File: src/rtl/bus_probe.sv
// Debug bus probe: a programmable pattern driver for the shared datapath bus,
// plus a circular trace buffer that captures bus values and plays them back in order.
module bus_probe #(
  parameter int              WIDTH         = 16,
  parameter int              TRACE_DEPTH   = 8,
  parameter logic [WIDTH-1:0] RESET_PATTERN = 16'h5500,
  parameter int              LED_WIDTH     = 5
) (
  input  logic                           clk,
  input  logic                           reset,
  input  logic                           drive_en,
  input  logic [1:0]                     mode,
  input  logic                           load,
  input  logic [WIDTH-1:0]               load_val,
  output logic [WIDTH-1:0]               bus_out,
  output logic                           bus_oe,
  input  logic [WIDTH-1:0]               bus_in,
  input  logic                           capture,
  input  logic                           trace_rd,
  output logic [WIDTH-1:0]               trace_data,
  output logic [$clog2(TRACE_DEPTH):0]   trace_count,
  output logic                           trace_empty,
  output logic                           trace_full,
  output logic                           overflow,
  output logic [LED_WIDTH-1:0]           led
);

  localparam int AW = $clog2(TRACE_DEPTH);
  localparam int CW = AW + 1;
  localparam logic [CW-1:0] FULL_COUNT = CW'(TRACE_DEPTH);

  typedef enum logic [1:0] {
    MODE_HOLD = 2'b00,
    MODE_INC  = 2'b01,
    MODE_DEC  = 2'b10,
    MODE_ROTL = 2'b11
  } mode_e;

  logic [WIDTH-1:0] drv;
  logic [WIDTH-1:0] mem [TRACE_DEPTH];
  logic [AW-1:0]    wptr;
  logic [AW-1:0]    rptr;
  logic [CW-1:0]    count;
  logic             pop;
  logic             overwrite;

  // ---------------------------------------------------------------------------
  // Pattern driver
  // ---------------------------------------------------------------------------
  always_ff @(posedge clk) begin
    if (reset) begin
      drv <= RESET_PATTERN;
    end else if (load) begin
      drv <= load_val;
    end else if (drive_en) begin
      unique case (mode_e'(mode))
        MODE_HOLD: drv <= drv;
        MODE_INC:  drv <= drv + WIDTH'(1);
        MODE_DEC:  drv <= drv - WIDTH'(1);
        MODE_ROTL: drv <= {drv[WIDTH-2:0], drv[WIDTH-1]};
      endcase
    end
  end

  assign bus_out = drv;
  assign bus_oe  = drive_en;

  // ---------------------------------------------------------------------------
  // Trace buffer
  // ---------------------------------------------------------------------------
  assign trace_empty = (count == '0);
  assign trace_full  = (count == FULL_COUNT);
  assign trace_count = count;

  // A read on an empty buffer is dropped; a capture into a full buffer with no
  // read pushes the oldest entry out to make room.
  assign pop       = trace_rd && !trace_empty;
  assign overwrite = capture && !trace_rd && trace_full;

  always_ff @(posedge clk) begin
    if (reset) begin
      wptr     <= '0;
      rptr     <= '0;
      count    <= '0;
      overflow <= 1'b0;
    end else begin
      if (capture) begin
        wptr <= wptr + AW'(1);
      end
      if (pop || overwrite) begin
        rptr <= rptr + AW'(1);
      end
      if (capture && !pop && !trace_full) begin
        count <= count + CW'(1);
      end else if (!capture && pop) begin
        count <= count - CW'(1);
      end
      if (overwrite) begin
        overflow <= 1'b1;
      end
    end
  end

  // NOTE: the storage array has no reset; entries are only visible through
  // rptr while count is non-zero, so stale contents after reset are harmless.
  always_ff @(posedge clk) begin
    if (capture && !reset) begin
      mem[wptr] <= bus_in;
    end
  end

  assign trace_data = trace_empty ? '0 : mem[rptr];

  assign led = {overflow, drv[LED_WIDTH-2:0]};

endmodule

File: config.mk
export PLATFORM = sky130hd
export DESIGN_NAME = bus_probe
export DESIGN_NICKNAME = d
export VERILOG_FILES = /design/src/rtl/bus_probe.sv
export SDC_FILE = /design/constraint.sdc
export NUM_CORES = 1
export LEC_CHECK = 0
export BUFFER_PORTS_ARGS = -buffer_cell sky130_fd_sc_hd__buf_2
export CAP_MARGIN = 30
export CORE_MARGIN = 1.5
export CORE_UTILIZATION = 45
export CTS_CLUSTER_SIZE = 24
export DETAILED_ROUTE_END_ITERATION = 8
export MAX_ROUTING_LAYER = met4
export PLACE_DENSITY_LB_ADDON = 0.25
export RECOVER_POWER = 25
export SLEW_MARGIN = 20
export SYNTH_ARGS = -nofsm -noshare
export SYNTH_HDL_FRONTEND = slang
export SYNTH_SLANG_ARGS = --single-unit
File: constraint.sdc
create_clock -name clk -period 4.2 [get_ports clk]
set_input_delay 0.21 -clock clk [delete_from_list [all_inputs] [get_ports clk]]
set_output_delay 0.21 -clock clk [all_outputs]
set_load 0.02 [all_outputs]
==> flow_summary.ini <==
[routing]
routed_wl_um = 16570
drt_iter0_markers = 325
firstDrtPassIters = 5
num_vias = 4984
drc = 0
avgRoutedWirePerCell_um = 19.22
drt.antenna.violating_nets = 0
drt-vias-per-instance = 5.782

[hold_path]
min_path_cells = 3
hp-class = primary input to flip-flop

[worst_setup_path]
arrival_ps = 2590
start_kind = flip-flop
slowest_stage = dfxtp_2
crit_chain = buf_4, mux4_2, mux2i_1, nor2_1, buf_2
path_max_fanout = 23
critPathCaptureType = output pin
regToRegSetupSlack_ps = 1440
crit_type = flip-flop to output pin
slowest_delay_ps = 870
worstPathRequired_ps = 3990
r2r_cells = 9

[global_route]
grt_max_degree = 35
grt_pass1_wl_um = 26280
track_usage_pct = 20.44
grt-ovfl-total = 0
antenna_found_initial = 0
grt_pass1_vias = 4884

[logic_synthesis]
syn_area_per_cell_um2 = 13.14
synth_seq_area_share_pct = 59.96
syn_area_um2 = 7412
synth.distinct_cells = 62
ys_warn_count = 0
synthFlopType = edfxtp_1
synth_cells = 564
ys_async_sr_fraction_pct = 0
yosys-top-cells-count = edfxtp_1, nor2_1, mux4_2
synth-seq-cells = 158
syn-num-nets = 610
synth-edff-count = 128
yosysMostFrequentCell = edfxtp_1
synth.area.top_cells = edfxtp_1, mux4_2, dfxtp_1
yosys.area.top_type_share_pct = 51.86
synth_top_cell_by_area = edfxtp_1

[timing]
fin_crit_ps = 2795
slew_viol_final = 0
final-hold-violation-count = 0
setup_ws_ps = 1405
worst_pin_slew_ps = 821.2
tns_ps = 0
maxSlewHeadroom_pct = 44.68
finClkSkew_ps = 10.42
rsz0062_at_grt = no
report.final.setup_viol = 0
fmax_ghz = 0.3578
finalCritPeriodShare_pct = 66.55

[pwr]
ir_drop_v = 0.0003496
cellPowerDensity_nw_per_um2 = 529.7
p_leak_nw = 2.911

[placement]
numPortBuffers = 84
gp_congestion = 0.8619
dp_slack_ps = 1405
dp.cells = 827
dp_hpwl_um = 10190

[clocking]
h-tree-depth = 4
clk_pin_slew_ps = 60
clkSinkCount = 158
cts_tree = done
cts_max_path_buffers = 2
clock-root-buffer = clkbuf_16
cts_buffers = 17
post_cts_buffers = 0
clk_latency_ps = 420

[floorplan]
core_um2 = 16000
ioPinCount = 85
start_util_pct = 46.32
die_w_um = 131.3
die_area_um2 = 17250
rows = 46
die_height_um = 131.3

[finish]
nets = 679
drive_gt1_share_pct = 26.01
finalNonFillerCells = 862
n_antenna_cell = 0
areaGrowthSynthToFinish_pct = 15.67

[run_status]
status = finished, final reports clean

[flow_run]
maxCapViolations = 0
-- power by group --
part / internal, mW / switching (mW) / leakage [nW] / total [mW]
Combinational: 0.529 / 0.681 / 1.24 / 1.21
Sequential: 1.76 / 0.140 / 1.40 / 1.90
Clock: 0.780 / 0.656 / 0.268 / 1.44
-- layer usage --
layer | track usage, % | vias to the layer above | wire, µm
met2 | 32.86 | 145 | 8260
met5 | - | - | 0
met1 | 26.09 | 2509 | 7279
li1 | - | 2308 | -
met3 | 4.167 | 22 | 733
met4 | 6.914 | 0 | 297
-- critical path, delay by kind of cell (launching register included) --
| kind | cells | cell delay (ps) |
|---|---|---|
| buffers and inverters | 2 | 530 |
| multiplexers | 2 | 690 |
| AND/OR/NAND/NOR | 1 | 50 |
| flip-flops | 1 | 870 |
-- area by class of cell --
class | count | area, µm²
clock inverter | 14 | 125.1
tap | 216 | 270.3
timing repair buffer | 101 | 541.8
inverter | 10 | 37.54
sequential | 158 | 4446
fill | 1394 | 7427
clock buffer | 18 | 429.2
multi-input combinational | 345 | 2724
-- path summary, 6_finish.rpt --
check	start	to
max	flip-flop	trace_data[0]
min	load_val[0]	bus_out[0]
max reg2reg	bus_out[1]	bus_out[10]
min reg2reg	rptr[1]	rptr[1]
-- cells in the final DEF, fill, tap and decap left out, types with 4 or more instances in the layout --
| cell type | instances |
|---|---|
| or3_1 | 5 |
| mux4_2 | 32 |
| nand2_1 | 31 |
| clkbuf_1 | 12 |
| ha_1 | 5 |
| a21oi_1 | 31 |
| nor3_2 | 4 |
| nand4_1 | 8 |
| nand3_1 | 15 |
| edfxtp_1 | 128 |
| a31oi_1 | 8 |
| nand2b_1 | 4 |
| buf_4 | 14 |
| xor2_1 | 4 |
| a21o_1 | 5 |
| clkbuf_16 | 17 |
| mux2i_1 | 26 |
| dfxtp_1 | 29 |
| nor3_1 | 11 |
| nor2_1 | 59 |
| nor4_2 | 5 |
| and3_1 | 4 |
| inv_6 | 5 |
| o21ai_0 | 20 |
| a311oi_1 | 4 |
| buf_2 | 73 |
| nor2b_1 | 6 |
| inv_8 | 4 |
| o31ai_1 | 4 |
| inv_1 | 9 |
-- flip-flops by register name, indices dropped and copies added (netlist names), named ones only --
signal and flops:
trace_count 4, wptr 3, rptr 3, overflow 1
mem 128, bus_out 16
-- what timing repair did --
item / 4_1_cts / 5_1_grt
hold buffers: 3 / 0
resized for setup: 0 / 0
endpoints found under the hold margin: 3 / 0
-- logic make-up after synthesis --
logic type | count (synthesis) | synth area share, %
simple gates | 163 | 10.85
flops | 158 | 59.96
compound gates | 109 | 9.724
buf+inv | 61 | 3.984
mux | 60 | 13.54
xor+xnor | 7 | 0.8272
fa+ha+maj | 6 | 1.114
-- metrics by stage --
step           util (%)  cell area [µm²]  total power, mW  hold WS [ps]
2_1_floorplan         -             7412            2.786         308.9
3_3_place_gp      50.02             8003            3.117         406.4
3_5_place_dp      50.02             8003            3.155         410.2
4_1_cts           53.67             8587            4.596         9.514
5_1_grt           53.58             8573            4.764         14.39
6_report          53.58             8573            4.542         25.52
(Power assumes the default switching activity.)
